--- src/rtl/garota_viol_defines.v ---
// rtl/garota_viol_defines.v - shared state encodings and hold-length clamp for the violation controller
`ifndef GAROTA_VIOL_DEFINES_V
`define GAROTA_VIOL_DEFINES_V

`define GAROTA_VIOL_ST_IDLE      2'd0
`define GAROTA_VIOL_ST_HOLD      2'd1
`define GAROTA_VIOL_ST_WAIT_HDLR 2'd2

// Shortest core reset pulse; a configured hold length below this is raised to it
`define GAROTA_VIOL_HOLD_MIN     16'd1

`endif

--- src/rtl/garota_viol_ctrl_pkg.sv ---
// rtl/garota_viol_ctrl_pkg.sv - state type and sizing helpers for the violation controller
`include "garota_viol_defines.v"

package garota_viol_ctrl_pkg;

    typedef enum logic [1:0] {
        ST_IDLE      = `GAROTA_VIOL_ST_IDLE,
        ST_HOLD      = `GAROTA_VIOL_ST_HOLD,
        ST_WAIT_HDLR = `GAROTA_VIOL_ST_WAIT_HDLR
    } viol_state_e;

    localparam logic [15:0] HOLD_MIN = `GAROTA_VIOL_HOLD_MIN;

    // Hold counter preload: the pulse lasts preload+1 cycles, never shorter than HOLD_MIN
    function automatic logic [15:0] hold_load(input logic [15:0] cycles);
        return ((cycles < HOLD_MIN) ? HOLD_MIN : cycles) - 16'd1;
    endfunction

    // Width of a source index; a single source still needs one bit
    function automatic int id_width(input int n);
        return (n > 1) ? $clog2(n) : 1;
    endfunction

endpackage

--- src/rtl/garota_viol_ctrl_if.sv ---
// rtl/garota_viol_ctrl_if.sv - monitor/core-side signal bundle of the violation controller
interface garota_viol_ctrl_if
    import garota_viol_ctrl_pkg::*;
#(
    parameter int NUM_SRC = 4,
    parameter int CNT_W   = 8
);
    localparam int ID_W = id_width(NUM_SRC);

    logic [15:0]        pc;
    logic [NUM_SRC-1:0] viol_req;
    logic               log_clr;
    logic               core_rst;
    logic               busy;
    logic [NUM_SRC-1:0] cause_vec;
    logic [ID_W-1:0]    cause_id;
    logic [15:0]        cause_pc;
    logic [CNT_W-1:0]   viol_cnt;

    modport master (
        output pc, viol_req, log_clr,
        input  core_rst, busy, cause_vec, cause_id, cause_pc, viol_cnt
    );

    modport slave (
        input  pc, viol_req, log_clr,
        output core_rst, busy, cause_vec, cause_id, cause_pc, viol_cnt
    );
endinterface

--- src/rtl/garota_viol_prio_enc.sv ---
// rtl/garota_viol_prio_enc.sv - combinational lowest-index priority encoder
module garota_viol_prio_enc #(
    parameter int NUM_SRC = 4,
    parameter int ID_W    = 2
) (
    input  logic [NUM_SRC-1:0] req,
    output logic [ID_W-1:0]    id
);

    // Scan from the top down so the lowest set index is the last one written
    always_comb begin
        id = '0;
        for (int i = NUM_SRC - 1; i >= 0; i--) begin
            if (req[i]) begin
                id = ID_W'(i);
            end
        end
    end

endmodule

--- src/rtl/garota_viol_ctrl.sv ---
// rtl/garota_viol_ctrl.sv - violation controller top; optional cause_pc/viol_cnt logging via GAROTA_VIOL_LOG_EN
module garota_viol_ctrl
    import garota_viol_ctrl_pkg::*;
#(
    parameter int          NUM_SRC       = 4,
    parameter logic [15:0] HOLD_CYCLES   = 16'd8,
    parameter logic [15:0] RESET_HANDLER = 16'h0000,
    parameter int          CNT_W         = 8
) (
    input  logic             clk,
    input  logic             reset,
    garota_viol_ctrl_if.slave bus
);

    localparam int          ID_W      = id_width(NUM_SRC);
    localparam logic [15:0] HOLD_LOAD = hold_load(HOLD_CYCLES);

    viol_state_e        state;
    logic [15:0]        hold_cnt;
    logic               core_rst_q;
    logic               busy_q;
    logic [NUM_SRC-1:0] cause_vec_q;
    logic [ID_W-1:0]    cause_id_q;
    logic [ID_W-1:0]    prio_id;
    logic               accept;

    garota_viol_prio_enc #(
        .NUM_SRC (NUM_SRC),
        .ID_W    (ID_W)
    ) u_prio_enc (
        .req (bus.viol_req),
        .id  (prio_id)
    );

    // Requests are only honoured outside the reset pulse
    assign accept = (|bus.viol_req) && ((state == ST_IDLE) || (state == ST_WAIT_HDLR));

    // Sequencer: accept -> fixed-length core reset -> wait for the handler PC
    always_ff @(posedge clk) begin
        if (reset) begin
            state       <= ST_IDLE;
            hold_cnt    <= '0;
            core_rst_q  <= 1'b0;
            busy_q      <= 1'b0;
            cause_vec_q <= '0;
            cause_id_q  <= '0;
        end else begin
            if (accept) begin
                cause_vec_q <= bus.viol_req;
                cause_id_q  <= prio_id;
            end
            case (state)
                ST_IDLE: begin
                    if (accept) begin
                        state      <= ST_HOLD;
                        hold_cnt   <= HOLD_LOAD;
                        core_rst_q <= 1'b1;
                        busy_q     <= 1'b1;
                    end
                end
                ST_HOLD: begin
                    if (hold_cnt == 16'd0) begin
                        state      <= ST_WAIT_HDLR;
                        core_rst_q <= 1'b0;
                    end else begin
                        hold_cnt <= hold_cnt - 16'd1;
                    end
                end
                ST_WAIT_HDLR: begin
                    // A fresh violation outranks the handler re-entry
                    if (accept) begin
                        state      <= ST_HOLD;
                        hold_cnt   <= HOLD_LOAD;
                        core_rst_q <= 1'b1;
                    end else if (bus.pc == RESET_HANDLER) begin
                        state  <= ST_IDLE;
                        busy_q <= 1'b0;
                    end
                end
                default: begin
                    state      <= ST_IDLE;
                    core_rst_q <= 1'b0;
                    busy_q     <= 1'b0;
                end
            endcase
        end
    end

    assign bus.core_rst  = core_rst_q;
    assign bus.busy      = busy_q;
    assign bus.cause_vec = cause_vec_q;
    assign bus.cause_id  = cause_id_q;

`ifdef GAROTA_VIOL_LOG_EN
    logic [15:0]      cause_pc_q;
    logic [CNT_W-1:0] viol_cnt_q;

    // Violation log: faulting PC and a saturating count; a clear on an accept leaves one
    always_ff @(posedge clk) begin
        if (reset) begin
            cause_pc_q <= '0;
            viol_cnt_q <= '0;
        end else begin
            if (accept) begin
                cause_pc_q <= bus.pc;
            end
            if (bus.log_clr) begin
                viol_cnt_q <= accept ? CNT_W'(1) : '0;
            end else if (accept && (viol_cnt_q != {CNT_W{1'b1}})) begin
                viol_cnt_q <= viol_cnt_q + CNT_W'(1);
            end
        end
    end

    assign bus.cause_pc = cause_pc_q;
    assign bus.viol_cnt = viol_cnt_q;
`else
    logic unused_log_clr;
    assign unused_log_clr = bus.log_clr;
    assign bus.cause_pc   = '0;
    assign bus.viol_cnt   = '0;
`endif

endmodule

--- src/flat_wrapper.sv ---
// flat-port wrapper written by rule: the top's interface ports become plain ports
module garota_viol_ctrl_flat import garota_viol_ctrl_pkg::*;
#(
    parameter int          NUM_SRC       = 4,
    parameter logic [15:0] HOLD_CYCLES   = 16'd8,
    parameter logic [15:0] RESET_HANDLER = 16'h0000,
    parameter int          CNT_W         = 8
)
  (clk, reset, bus_pc, bus_viol_req, bus_log_clr, bus_core_rst, bus_busy, bus_cause_vec, bus_cause_id, bus_cause_pc, bus_viol_cnt);
  garota_viol_ctrl_if #(.NUM_SRC(NUM_SRC), .CNT_W(CNT_W)) bus_i ();
  input  logic clk;
  input  logic reset;
  input wire logic [$bits(bus_i.pc)-1:0] bus_pc;
  input wire logic [$bits(bus_i.viol_req)-1:0] bus_viol_req;
  input wire logic [$bits(bus_i.log_clr)-1:0] bus_log_clr;
  output wire logic [$bits(bus_i.core_rst)-1:0] bus_core_rst;
  output wire logic [$bits(bus_i.busy)-1:0] bus_busy;
  output wire logic [$bits(bus_i.cause_vec)-1:0] bus_cause_vec;
  output wire logic [$bits(bus_i.cause_id)-1:0] bus_cause_id;
  output wire logic [$bits(bus_i.cause_pc)-1:0] bus_cause_pc;
  output wire logic [$bits(bus_i.viol_cnt)-1:0] bus_viol_cnt;
  assign bus_i.pc = bus_pc;
  assign bus_i.viol_req = bus_viol_req;
  assign bus_i.log_clr = bus_log_clr;
  assign bus_core_rst = bus_i.core_rst;
  assign bus_busy = bus_i.busy;
  assign bus_cause_vec = bus_i.cause_vec;
  assign bus_cause_id = bus_i.cause_id;
  assign bus_cause_pc = bus_i.cause_pc;
  assign bus_viol_cnt = bus_i.viol_cnt;
  garota_viol_ctrl #(.NUM_SRC(NUM_SRC), .HOLD_CYCLES(HOLD_CYCLES), .RESET_HANDLER(RESET_HANDLER), .CNT_W(CNT_W)) u_core (.clk(clk), .reset(reset), .bus(bus_i));
endmodule
--- config.mk ---
export PLATFORM = sky130hd
export DESIGN_NAME = garota_viol_ctrl_flat
export DESIGN_NICKNAME = d
export VERILOG_FILES = /design/src/rtl/garota_viol_ctrl_pkg.sv /design/src/rtl/garota_viol_ctrl_if.sv /design/src/rtl/garota_viol_prio_enc.sv /design/src/rtl/garota_viol_ctrl.sv /design/src/flat_wrapper.sv
export VERILOG_INCLUDE_DIRS = /design/src /design/src/rtl
export SDC_FILE = /design/constraint.sdc
export NUM_CORES = 1
export LEC_CHECK = 0
export BUFFER_PORTS_ARGS = -buffer_cell sky130_fd_sc_hd__buf_4
export CORE_ASPECT_RATIO = 1.1
export CORE_MARGIN = 5
export CORE_UTILIZATION = 30
export DETAILED_ROUTE_END_ITERATION = 16
export PLACE_DENSITY = 0.49
export SYNTH_ARGS = -nofsm -noshare
export SYNTH_HDL_FRONTEND = slang
export SYNTH_SLANG_ARGS = --single-unit
--- constraint.sdc ---
create_clock -name clk -period 6.05 [get_ports clk]
set_input_delay 1.5125 -clock clk [delete_from_list [all_inputs] [get_ports clk]]
set_output_delay 1.5125 -clock clk [all_outputs]
set_load 0.02 [all_outputs]
* Yosys cells after proc, flatten, opt, wreduce, memory -nomap -nowiden
Index checks and enable logic that the tools add are counted.
** Storage, ports and cells
- Register bits after elaboration :: 26
- Input bits :: 23
- Output and inout bits :: 32
- Word-level logic and storage cells :: 47
** Operators by class
- Add/sub/neg operators :: 1
- Equal/unequal tests :: 9
- Muxes and demuxes :: 18
- Bitwise operators :: 1
- Reductions and logical operators :: 12
** Operators with widths (number)
- $logic_not A16 Y1 :: 2
- $mux W16 :: 2
- $pmux W16 S2 :: 1
- $mux W2 :: 8
- $sub A16 B1 Y16 const B :: 1
- $ne A2 B1 Y1 const B :: 3
- $ne A2 B2 Y1 const B :: 3
- $pmux W2 S3 :: 1
- $reduce_and A3 Y1 :: 2
- $mux W1 :: 4
- $reduce_and A4 Y1 :: 1
- $reduce_or A4 Y1 :: 1
- $ne A3 B2 Y1 const B :: 1
- $pmux W1 S3 :: 1
- $eq A2 B1 Y1 const B :: 1
- $eq A2 B2 Y1 const B :: 1
- $logic_not A2 Y1 :: 1
- $pmux W1 S2 :: 1
- $reduce_and A2 Y1 :: 1
- $reduce_bool A2 Y1 :: 1
- $reduce_or A2 Y1 :: 1
- $logic_and A1 B1 Y1 :: 1
- $logic_or A1 B1 Y1 :: 1
- $not A1 Y1 :: 1

* Logic depth before layout (Yosys ltp)
Gate-level depths: netlist of the first run.
- Depth after elaboration :: 5
- Gate-level depth with buffers :: 8
- Mapped depth without buffers :: 6

* Hierarchy
Synthesis of the first run repeated with hierarchy kept, for this count alone.
** Second synthesis, totals
- Cells, all modules :: 175
- Area, all modules :: 1496.4 um2
** By module, submodules not included
- garota_viol_ctrl :: times used 1, cells each 170, area an instance 1468.9 um2, seq. area each 520.5 um2
- garota_viol_prio_enc :: times used 1, cells each 5, area an instance 27.5 um2, seq. area each 0.0 um2

* Least setup slack after synthesis of the first run
Ideal clock, no wire load.
- Kind :: input -> register
- Start :: input port bus_viol_req[0]
- End :: register u_core.hold_cnt[10]
- Arrival time :: 2.700 ns
- Path slack :: 3.289 ns
- Cell stages on the path :: 4
- Path buffers :: 0
- Cell sequence :: or4_1 > a21oi_1 > o311ai_0 > nand2_1
** Between the ends
- Word-level cells in the longest chain between the ends :: 4
** Ends and longest elaborated chain
- start, declared :: RTL line flat_wrapper.sv:14 : input wire logic [$bits(bus_i.viol_req)-1:0] bus_viol_req;
- $reduce_or A4 Y1 :: RTL line garota_viol_ctrl.sv:36 : assign accept = (|bus.viol_req) && ((state == ST_IDLE) || (state == ST_WAIT_HDLR));
- $logic_and A1 B1 Y1 :: RTL line garota_viol_ctrl.sv:36
- $ne A2 B1 Y1 (no source line)
- $reduce_and A3 Y1 (no source line)
- end signal, assigned :: RTL line garota_viol_ctrl.sv:66 : hold_cnt <= hold_cnt - 16'd1;
- end, declared :: RTL line garota_viol_ctrl.sv:19 : logic [15:0] hold_cnt;
No other way between the ends.
A chain may end at the register's enable or synchronous reset.

* Final worst setup path of the first run
Ends and elaborated chain as after synthesis.

==> results of run 1 <==
## flip-flops by register name, summed over array words and instances (netlist names)
| signal | count |
|---|---|
| u_core.bus.cause_id | 2 |
| u_core.bus.busy | 1 |
| u_core.hold_cnt | 16 |
| u_core.bus.core_rst | 1 |
| u_core.state | 2 |
| u_core.bus.cause_vec | 4 |
## placed cells by master, fill, tap and decap left out, types with 4 or more instances in the layout
master	count
inv_1	4
or4_1	8
or3_1	4
a21oi_1	14
nand2b_1	5
nand2_1	10
buf_4	29
conb_1	24
nor2_1	18
nor4_1	8
dfxtp_1	26
o31ai_1	6
o21ai_0	4
clkbuf_8	4
## how the worst min path moves through the flow
stage | endpoint | depth (start not counted)
3_3_place_gp | u_core.bus.cause_vec[2] | 2
4_1_cts | u_core.hold_cnt[15] | 2
6_report | u_core.hold_cnt[1] | 2
5_1_grt | u_core.bus.cause_vec[2] | 2
2_1_floorplan | u_core.hold_cnt[15] | 2
3_5_place_dp | u_core.hold_cnt[15] | 2
## worst min-delay path, delay by kind of cell (launching register included)
family	cells	cell delay [ns]
compound gates	1	0.06
buf+inv	1	0.07
flops	1	0.33
## metrics by stage
stage                      util  std cells  power (mW)
after floorplan               -        199       0.275
after global placement    0.350        255       0.295
after detailed placement  0.350        255       0.295
after CTS                 0.362        259       0.409
after global routing      0.362        259       0.432
final                     0.362        259       0.405
## cell families (layout without fill, tap and decap cells)
group                    Yosys count  count (layout)  share of synthesized area
AO/OA/AOI/OAI                     38              38                      0.172
XOR/XNOR                           1               1                    0.00598
adder cells (fa/ha/maj)            1               1                    0.00854
buffers and inverters             33              37                      0.147
flip-flops                        26              26                      0.355
multiplexers                       3               3                     0.0205
other                              1              24                    0.00256
AND/OR/NAND/NOR                   73              73                      0.289
## metal layers
| metal | share of wire | wire (µm) |
|---|---|---|
| met1 | 0.47 | 1530 |
| met4 | 0.0077 | 25 |
| met5 | 0 | 0 |
| met2 | 0.47 | 1540 |
| met3 | 0.048 | 156 |
## layout make-up
class / count / area (µm²) / area share
Clock buffer: 4 / 55.1 / 0.0325
Timing Repair Buffer: 29 / 218 / 0.129
Tap cell: 56 / 70.1 / 0.0414
Inverter: 4 / 15.0 / 0.00886
Sequential cell: 26 / 520 / 0.307
Multi-Input combinational cell: 140 / 816 / 0.482
## report_power, final
part	internal, mW	switching (mW)
Combinational	0.0372	0.0617
Clock	0.0582	0.0561
Sequential	0.181	0.0102
==> parameters.txt, run 1 <==
Parameter                              Value

Routing
  Final routed wirelength across all metal layers    3.25 mm
  Detailed-route vias per instance    4.93
  Post-detailed-route count of antenna-violating nets    0
  Router iterations before antenna repair    4
  Remaining DRCs    0
  Vias    1276
  Drt first-iter violations    42
  Per-cell routed wire length    around 13 µm

Floorplan
  Total Die Area    6380 µm²
  Floorplan core area    between 4000 and 5000 µm²
  Placement Rows    26
  Initial core utilization    0.313
  Die X    76.6 µm
  Top-Level Pins    55
  Vertical die dimension    83.3 µm

Outcome
  Run status    complete, no violations

Global routing
  Initial antenna violation count    0
  GRT met1 Usage    0.129
  Grt total ovfl    0
  GRT met3 Usage    0.0216
  Largest net degree at the start of global routing    17
  Via count of the first global-routing pass    1250
  Met2 usage in global routing    0.174
  Top Usage Layer GRT    met2
  Total routing resource utilization after global routing    0.101
  Global-route wire length before repair    5.56 mm

Timing
  Setup ws final    3.24 ns
  Ratio of final minimum period to clock period    0.464
  Finish-stage setup viols    0
  Timing-limited maximum frequency    roughly 360 MHz
  Max-Slew Margin vs Limit    0.501
  Setup total negative slack    0 ns
  Minimum period implied by the final worst setup slack    2.81 ns
  Worst clock skew    0.00964 ns
  Max-slew violation count    0
  Endpoints failing hold    0
  RSZ-0062 raised after global routing    no
  Worst hold slack after final layout    0.496 ns
  Worst Tran Pin Value    0.742 ns

Final layout
  Synthesis-to-layout area growth    15.6%
  Share of final-layout standard cells stronger than drive strength 1    0.187
  Layout net count    228
  # fillers    523
  Number of inserted diodes    0
  Post-route cell area    between 1500 and 2000 µm²

Synthesis
  Total of flip-flops plus latches after synthesis    26
  Cell types with the largest area share after synthesis    dfxtp_1 (36%), buf_4 (12%), a21oi_1 (4.8%), nor2_1 (4.6%), or4_1 (4.1%)
  Most common cell in the synthesized netlist    dfxtp_1
  Portion of synthesized cell area occupied by the leading cell type    0.355
  Count of flip-flops with a built-in enable after synthesis    0
  Instance count of the mapped netlist    176
  Dominant cell type by area after synthesis    dfxtp_1
  Yosys warns    0
  Share of synthesized area occupied by flip-flops and latches    0.355
  Area of the mapped netlist    ~1500 µm²
  Primary FF master, synth    dfxtp_1
  Share of async-settable or async-resettable flops after synthesis    0
  Count of distinct cell types in the synthesized netlist    38
  Leading cell types by count after synthesis    dfxtp_1 (26), buf_4 (24), nor2_1 (18), a21oi_1 (14), nand2_1 (10)
  Post-Syn Area per Cell    8.32 µm²

Clock network
  Clock Tree Root    clkbuf_8
  Number of post-CTS setup repair buffers    0
  Cts bufs inserted    3
  Number of clock sinks    26
  TritonCTS clock tree    built
  Number of buffers on the longest clock path    2
  Number of buffers inserted by hold repair at cts    0
  Worst-Skew Late Latency    0.27 ns
  Clock transition at the registers of the reported paths    0.10 ns
  Maximum level of the CTS H-tree    1
  Number of gates resized after CTS    0

Critical path
  Slowest cell on the critical path    or4_1
  Critical path launch point type    primary input
  CP Class    in -> reg
  Launch point of the critical path    bus_viol_req[0]
  Critical Path Stages    5
  Data arrival time at the worst-slack endpoint    between 3 and 4 ns
  Reg2Reg Launch Point    u_core.state[0]
  Number of cells traversed by the worst register-to-register path    4
  Critical path required time    6.27 ns
  R2r setup slk    slightly below 4 ns
  FF-to-FF End    u_core.hold_cnt[15]
  Worst setup endpoint    u_core.hold_cnt[10]
  Peak per-stage delay on the critical path    0.54 ns
  Cell class contributing the biggest share of worst-path delay    compound AO/OA/AOI/OAI gates
  Type of element capturing the critical path    flip-flop
  Worst path bufs/invs    1
  Biggest fanout along the worst timing path    8
  Cell chain of the critical path    buf_4 -> or4_1 -> a21oi_1 -> o311ai_0 -> nand2_1

Min path
  Type of the tightest min-delay check    reg -> reg
  Hold path startpoint    u_core.hold_cnt[1]

Power
  Static leakage    0.700 nW
  Power per cell area    239 nW/µm²
  Worst voltage drop across the vdd grid    just under 0.09 mV

Placed design
  IO buf count    29
  HPWL reported at the end of detailed placement    2.51 mm
  Post-placement setup slack    2.94 ns
  Final weighted congestion in routability-driven placement    between 0.7 and 0.8
  Cell area reported after detailed placement    1640 µm²

Job
  Maximum capacitance violations    0
No activity file was read; power rests on OpenSTA's default activity.
==> inputs of run 2 (changes only) <==
--- a/config.mk
+++ b/config.mk
@@ -11,7 +11,7 @@
 export CORE_MARGIN = 5
 export CORE_UTILIZATION = 30
 export DETAILED_ROUTE_END_ITERATION = 16
-export PLACE_DENSITY = 0.49
+export PLACE_DENSITY = 0.51
 export SYNTH_ARGS = -nofsm -noshare
 export SYNTH_HDL_FRONTEND = slang
 export SYNTH_SLANG_ARGS = --single-unit
==> constraint.sdc (replaced) <==
create_clock -name clk -period 2.25 [get_ports clk]
set_input_delay 0.5625 -clock clk [delete_from_list [all_inputs] [get_ports clk]]
set_output_delay 0.5625 -clock clk [all_outputs]
set_load 0.02 [all_outputs]
==> run 2 against run 1 <==
Net effect: first-iteration DRC count is 9.5% lower; count of clock-buffer cells in the layout stayed put; critical path depth is 1 lower; sequential power grew to 2.6 times the previous value; setup slack worse by 3.0 ns; sequential share of layout area is 0.92 points lower; combinational power grew to 2.9 times the previous value; wire length is 1.3% higher; global-route usage is 0.42 points higher; via count is 1.6% higher; final cell count is 2.7% higher; utilization is 1.1 points higher; critical path type is now reg -> reg; critical endpoint is now u_core.hold_cnt[13].
==> parameters.txt, run 2 (same netlist as run 1, synthesis figures left out) <==
Parameter                              Value

Outcome
  Run status    complete, no violations (unchanged)

Power
  Power per cell area    633 nW/µm² (was 239 nW/µm²)
  Worst voltage drop across the vdd grid    0.371 mV (was 0.0885 mV)
  Static leakage    0.735 nW (was 0.700 nW)

Critical path
  Data arrival time at the worst-slack endpoint    2.26 ns (was 3.03 ns)
  Launch point of the critical path    u_core.hold_cnt[3] (was bus_viol_req[0])
  Critical path launch point type    flip-flop (was primary input)
  Type of element capturing the critical path    flip-flop (unchanged)
  Biggest fanout along the worst timing path    7 (was 8)
  Critical path required time    2.46 ns (was 6.27 ns)
  Reg2Reg Launch Point    u_core.hold_cnt[3] (was u_core.state[0])
  CP Class    reg -> reg (was in -> reg)
  Number of cells traversed by the worst register-to-register path    4 (unchanged)

Final layout
  Most common library cell in the layout ignoring fill and taps    buf_4 (unchanged)
  Top register by number of flip-flops    u_core.hold_cnt (unchanged)
  Layout net count    235 (was 228)
  Synthesis-to-layout area growth    19.2% (was 15.6%)
  # fillers    525 (was 523)
  Share of final-layout standard cells stronger than drive strength 1    0.214 (was 0.187)
  Number of inserted diodes    0 (unchanged)
  Number of flip-flops under the largest register name    16 (unchanged)
  Most used cells in the layout excluding fill and tap cells    buf_4 (36), dfxtp_1 (26), conb_1 (24), nor2_1 (18), a21oi_1 (14) (was buf_4 (29), dfxtp_1 (26), conb_1 (24), nor2_1 (18), a21oi_1 (14))
  Post-route cell area    1750 µm² (was 1690 µm²)

Clock network
  Number of post-CTS setup repair buffers    0 (unchanged)
  Clock Tree Root    clkbuf_8 (unchanged)
  Worst-Skew Late Latency    0.27 ns (about the same)
  TritonCTS clock tree    built (unchanged)
  Number of buffers inserted by hold repair at cts    0 (unchanged)
  Number of clock sinks    26 (unchanged)
  Clock transition at the registers of the reported paths    0.09 ns (was 0.10 ns)
  Number of buffers on the longest clock path    2 (unchanged)
  Maximum level of the CTS H-tree    1 (unchanged)
  Cts bufs inserted    3 (unchanged)
  Number of gates resized after CTS    0 (unchanged)

Routing
  Remaining DRCs    0 (unchanged)
  Final routed wirelength across all metal layers    3.30 mm (was 3.25 mm)
  Drt first-iter violations    38 (was 42)
  Per-cell routed wire length    12.4 µm (was 12.6 µm)
  Post-detailed-route count of antenna-violating nets    0 (unchanged)
  Vias    1297 (was 1276)
  Router iterations before antenna repair    4 (unchanged)
  Detailed-route vias per instance    4.88 (was 4.93)

Global routing
  Via count of the first global-routing pass    1264 (was 1250)
  Largest net degree at the start of global routing    17 (unchanged)
  Top Usage Layer GRT    met2 (unchanged)
  Grt total ovfl    0 (unchanged)
  Initial antenna violation count    0 (unchanged)
  Met2 usage in global routing    0.181 (was 0.174)
  Total routing resource utilization after global routing    0.105 (was 0.101)
  GRT met3 Usage    0.0227 (was 0.0216)
  Global-route wire length before repair    5.75 mm (was 5.56 mm)
  GRT met1 Usage    0.131 (was 0.129)

Timing
  Minimum period implied by the final worst setup slack    approximately 2.0 ns
  Max-slew violation count    0 (unchanged)
  Timing-limited maximum frequency    488 MHz
  Setup total negative slack    0 ns (unchanged)
  Max-Slew Margin vs Limit    0.666 (was 0.501)
  Endpoints failing hold    0 (unchanged)
  RSZ-0062 raised after global routing    no (unchanged)
  Worst Tran Pin Value    0.496 ns (was 0.742 ns)
  Worst clock skew    0.00213 ns (was 0.00964 ns)
  Finish-stage setup viols    0 (unchanged)
  Ratio of final minimum period to clock period    0.911

Floorplan
  Vertical die dimension    83.3 µm (unchanged)
  Floorplan core area    4680 µm² (unchanged)
  Top-Level Pins    55 (unchanged)
  Initial core utilization    0.313 (unchanged)
  Placement Rows    26 (unchanged)
  Die X    76.6 µm (unchanged)
  Total Die Area    6380 µm² (unchanged)

Placed design
  IO buf count    29 (unchanged)
  HPWL reported at the end of detailed placement    2.53 mm (was 2.51 mm)
  Cell area reported after detailed placement    1690 µm² (was 1640 µm²)
  Final weighted congestion in routability-driven placement    0.714 (was 0.701)

Min path
  Type of the tightest min-delay check    reg -> reg (unchanged)
  Hold path startpoint    u_core.hold_cnt[15] (was u_core.hold_cnt[1])
  Worst hold stages    2 (unchanged)

Job
  Maximum capacitance violations    0 (unchanged)
run 2: changes by cell type in the layout (fill, tap and decap cells not counted):
cell,change
buf_4,+7
run 2: final cells by class:
class	instances	area, µm²	share of cell area
clock buffers	4	55.1	0.0315
multi-input cells	140	816	0.467
well taps	56	70.1	0.0401
repair buffers	36	270	0.155
inverters	4	15.0	0.00860
flip-flops and latches	26	520	0.298
run 2: where the power goes:
| part | switching, mW | internal, mW |
|---|---|---|
| clock | 0.156 | 0.157 |
| sequential | 0.0204 | 0.488 |
| combinational | 0.174 | 0.110 |
| total | 0.351 | 0.754 |
run 2: metal layers:
| metal | vias up | wire, µm | part of all wire |
|---|---|---|---|
| met5 | - | 0 | 0 |
| met4 | 0 | 28 | 0.0085 |
| met3 | 4 | 175 | 0.053 |
| met2 | 29 | 1580 | 0.48 |
| met1 | 587 | 1510 | 0.46 |
| li1 | 677 | - | - |
run 2: final timing paths:
kind	end	slack, ns
max reg2reg	u_core.hold_cnt[13]	0.20
max	u_core.hold_cnt[13]	0.20
min	u_core.hold_cnt[15]	0.49
min reg2reg	u_core.hold_cnt[15]	0.49
run 2: critical path: stages, from the launching register on:
cell     delay, ns
dfxtp_1       0.36
or4_1         0.63
or4_4         0.45
or4_1         0.40
a21oi_1       0.14
run 2: stage by stage:
stage | std cells | worst slack (ns) | power (mW) | util | hold WS [ns]
3_3_place_gp | 262 | 0.212 | 0.804 | 0.361 | 0.478
3_5_place_dp | 262 | 0.219 | 0.803 | 0.361 | 0.474
5_1_grt | 266 | 0.114 | 1.17 | 0.373 | 0.514
6_report | 266 | 0.201 | 1.10 | 0.373 | 0.494
4_1_cts | 266 | 0.190 | 1.12 | 0.373 | 0.490
2_1_floorplan | 199 | 0.291 | 0.740 | - | 0.452
==> inputs of run 3 (changes only) <==
--- a/config.mk
+++ b/config.mk
@@ -6,12 +6,12 @@
 export SDC_FILE = /design/constraint.sdc
 export NUM_CORES = 1
 export LEC_CHECK = 0
+export ABC_AREA = 1
 export BUFFER_PORTS_ARGS = -buffer_cell sky130_fd_sc_hd__buf_4
 export CORE_ASPECT_RATIO = 1.1
-export CORE_MARGIN = 5
 export CORE_UTILIZATION = 30
 export DETAILED_ROUTE_END_ITERATION = 16
-export PLACE_DENSITY = 0.51
+export PLACE_DENSITY = 0.5
 export SYNTH_ARGS = -nofsm -noshare
 export SYNTH_HDL_FRONTEND = slang
 export SYNTH_SLANG_ARGS = --single-unit
==> run 3 against run 2 <==
Net effect: flip-flop and latch count is the same; register-to-register slack improved by 0.38 ns; worst hold slack lost 0.0082 ns; synthesized cell count up 41%; fmax is 22% higher; largest cell class unchanged; global-route usage grew 3.1 points; first-iteration DRC count rose by 39%; critical endpoint unchanged; count of clock-buffer cells in the layout stayed put; critical path depth rose by 5; highest routed layer unchanged.
==> parameters.txt, run 3 <==
Parameter                              Value

Synthesis
  Share of synthesized area occupied by flip-flops and latches    0.313 (was 0.355)
  Instance count of the mapped netlist    249 (was 176)
  Area of the mapped netlist    1660 µm² (was 1470 µm²)
  Cell types with the largest area share after synthesis    dfxtp_1 (31%), nor2_1 (14%), nand2_1 (12%), buf_4 (11%), inv_1 (4.1%) (was dfxtp_1 (36%), buf_4 (12%), a21oi_1 (4.8%), nor2_1 (4.6%), or4_1 (4.1%))
  Portion of synthesized cell area occupied by the leading cell type    0.313 (was 0.355)
  Count of distinct cell types in the synthesized netlist    29 (was 38)
  Post-Syn Area per Cell    6.67 µm² (was 8.32 µm²)
  Yosys warns    0 (unchanged)
  Count of flip-flops with a built-in enable after synthesis    0 (unchanged)
  Leading cell types by count after synthesis    nor2_1 (64), nand2_1 (51), dfxtp_1 (26), buf_4 (24), inv_1 (18) (was dfxtp_1 (26), buf_4 (24), nor2_1 (18), a21oi_1 (14), nand2_1 (10))
  Dominant cell type by area after synthesis    dfxtp_1 (unchanged)
  Most common cell in the synthesized netlist    nor2_1 (was dfxtp_1)
  Total of flip-flops plus latches after synthesis    26 (unchanged)
  Share of async-settable or async-resettable flops after synthesis    0 (unchanged)
  Primary FF master, synth    dfxtp_1 (unchanged)

Final layout
  Post-route cell area    1910 µm² (was 1750 µm²)
  Most used cells in the layout excluding fill and tap cells    nor2_1 (64), nand2_1 (51), buf_4 (31), dfxtp_1 (26), conb_1 (24) (was buf_4 (36), dfxtp_1 (26), conb_1 (24), nor2_1 (18), a21oi_1 (14))
  Number of flip-flops under the largest register name    16 (unchanged)
  Most common library cell in the layout ignoring fill and taps    nor2_1 (was buf_4)
  # fillers    619 (was 525)
  Synthesis-to-layout area growth    15.2% (was 19.2%)
  Share of final-layout standard cells stronger than drive strength 1    0.198 (was 0.214)
  Number of inserted diodes    0 (unchanged)
  Top register by number of flip-flops    u_core.hold_cnt (unchanged)
  Utilization after layout    0.357 (was 0.373)
  Layout net count    303 (was 235)

Clock network
  Cts bufs inserted    3 (unchanged)
  Number of clock sinks    26 (unchanged)
  Number of buffers on the longest clock path    2 (unchanged)
  Number of gates resized after CTS    0 (unchanged)
  Worst-Skew Late Latency    0.27 ns (about the same)
  Clock transition at the registers of the reported paths    0.10 ns (was 0.09 ns)
  TritonCTS clock tree    built (unchanged)
  Clock Tree Root    clkbuf_8 (unchanged)
  Number of buffers inserted by hold repair at cts    0 (unchanged)
  Maximum level of the CTS H-tree    1 (unchanged)
  Number of post-CTS setup repair buffers    0 (unchanged)

Critical path
  Type of element capturing the critical path    flip-flop (unchanged)
  Biggest fanout along the worst timing path    11 (was 7)
  CP Class    reg -> reg (unchanged)
  Critical Path Most Common Cell    nor2_1 (was or4_1)
  Worst path bufs/invs    1 (was 0)
  Cell class contributing the biggest share of worst-path delay    simple AND/OR/NAND/NOR gates (unchanged)
  Critical path required time    2.43 ns (was 2.46 ns)
  Reg2Reg Launch Point    u_core.hold_cnt[0] (was u_core.hold_cnt[3])
  Critical path launch point type    flip-flop (unchanged)
  Slowest cell on the critical path    dfxtp_1 (was or4_1)
  Peak per-stage delay on the critical path    0.34 ns (was 0.63 ns)
  Cell chain of the critical path    inv_1 -> ha_1 -> nand2_2 -> nor2_4 -> nand2_4 -> a21oi_4 -> nor2_1 -> nor2_1 -> nor2_2 (was or4_1 -> or4_4 -> or4_1 -> a21oi_1)
  Launch point of the critical path    u_core.hold_cnt[0] (was u_core.hold_cnt[3])
  Data arrival time at the worst-slack endpoint    1.85 ns (was 2.26 ns)

Job
  Maximum capacitance violations    0 (unchanged)

Outcome
  Run status    complete, no violations (unchanged)

Floorplan
  Die X    73.0 µm (was 76.6 µm)
  Placement Rows    28 (was 26)
  Floorplan core area    5360 µm² (was 4680 µm²)
  Initial core utilization    0.310 (was 0.313)
  Vertical die dimension    80.1 µm (was 83.3 µm)
  Total Die Area    5840 µm² (was 6380 µm²)
  Top-Level Pins    55 (unchanged)

Global routing
  Largest net degree at the start of global routing    17 (unchanged)
  Grt total ovfl    0 (unchanged)
  Total routing resource utilization after global routing    0.136 (was 0.105)
  Via count of the first global-routing pass    1400 (was 1264)
  Initial antenna violation count    0 (unchanged)
  Global-route wire length before repair    6.24 mm (was 5.75 mm)

Min path
  Type of the tightest min-delay check    reg -> reg (unchanged)
  Hold path startpoint    u_core.hold_cnt[1] (was u_core.hold_cnt[15])

Timing
  RSZ-0062 raised after global routing    no (unchanged)
  Endpoints failing hold    0 (unchanged)
  Minimum period implied by the final worst setup slack    1.67 ns (was 2.05 ns)
  Setup total negative slack    0 ns (unchanged)
  Ratio of final minimum period to clock period    0.744 (was 0.911)
  Worst clock skew    0.00683 ns (was 0.00213 ns)
  Max-slew violation count    0 (unchanged)
  Timing-limited maximum frequency    597 MHz (was 488 MHz)
  Finish-stage setup viols    0 (unchanged)

Routing
  Remaining DRCs    0 (unchanged)
  Router iterations before antenna repair    4 (unchanged)
  Drt first-iter violations    53 (was 38)
  Final routed wirelength across all metal layers    3.62 mm (was 3.30 mm)
  Per-cell routed wire length    10.3 µm (was 12.4 µm)
  Vias    1498 (was 1297)
  Post-detailed-route count of antenna-violating nets    0 (unchanged)
  Detailed-route vias per instance    4.24 (was 4.88)

Placed design
  HPWL reported at the end of detailed placement    2.84 mm (was 2.53 mm)
  IO buf count    29 (unchanged)
  Final weighted congestion in routability-driven placement    0.798 (was 0.714)
  Cell area reported after detailed placement    1860 µm² (was 1690 µm²)

Power
  Power per cell area    730 nW/µm² (was 633 nW/µm²)
  Static leakage    0.904 nW (was 0.735 nW)
  Final Power    1.40 mW (was 1.10 mW)
  Worst voltage drop across the vdd grid    0.363 mV (was 0.371 mV)
## run 3: cell types whose count changed after synthesis, sizes merged, moves of 4 or more
cell    previous run  this run
nand2b             5         0
a32o               0         4
inv                4        20
nor2              18        74
or4               10         0
or3                4         0
nor4               9         0
nand2             10        55
nand3              2        14
o31ai              6         0
## run 3: power by group
group,internal [mW],switching (mW),leakage [nW]
sequential,0.506,0.0371,0.213
combinational,0.188,0.357,0.662
clock,0.157,0.153,0.0288
## run 3: per-stage QoR
step / std cells / hold slack [ns] / setup slack, ns
2_1_floorplan: 272 / 0.452 / 0.775
3_3_place_gp: 349 / 0.444 / 0.464
3_5_place_dp: 349 / 0.454 / 0.478
4_1_cts: 353 / 0.484 / 0.564
5_1_grt: 353 / 0.493 / 0.416
6_report: 353 / 0.485 / 0.576
## run 3: tightest hold or removal path: stages (launching register included)
cell,delay (ns)
dfxtp_1,0.33
nand2_1,0.06
a21oi_1,0.05
## run 3: worst paths after layout
kind                          to  slack, ns  depth (start not counted)
max          u_core.hold_cnt[13]       0.58                          9
min           u_core.hold_cnt[1]       0.49                          2
min reg2reg   u_core.hold_cnt[1]       0.49                          2
max reg2reg  u_core.hold_cnt[13]       0.58                          9
## run 3: final cells by class
type,instances,area [µm²],share of cell area
clock buffers,4,55.1,0.0288
inverters,20,75.1,0.0392
multi-input cells,197,937,0.490
flip-flops and latches,26,520,0.272
well taps,75,93.8,0.0490
repair buffers,31,233,0.122
## run 3: kinds of logic (layout without fill, tap and decap cells)
logic type / Yosys count / in the layout / share of synthesized area
other: 1 / 24 / 0.00226
XOR/XNOR: 3 / 3 / 0.0158
AO/OA/AOI/OAI: 22 / 22 / 0.100
flip-flops: 26 / 26 / 0.313
buffers and inverters: 49 / 55 / 0.175
adder cells (fa/ha/maj): 1 / 1 / 0.00753
AND/OR/NAND/NOR: 147 / 147 / 0.386
## run 3: metal layers
layer | wire (µm) | track usage | vias to the layer above
met4 | 38 | 0.0353 | 0
li1 | - | - | 791
met1 | 1680 | 0.167 | 671
met3 | 107 | 0.0188 | 4
met5 | 0 | 0 | -
met2 | 1790 | 0.247 | 32
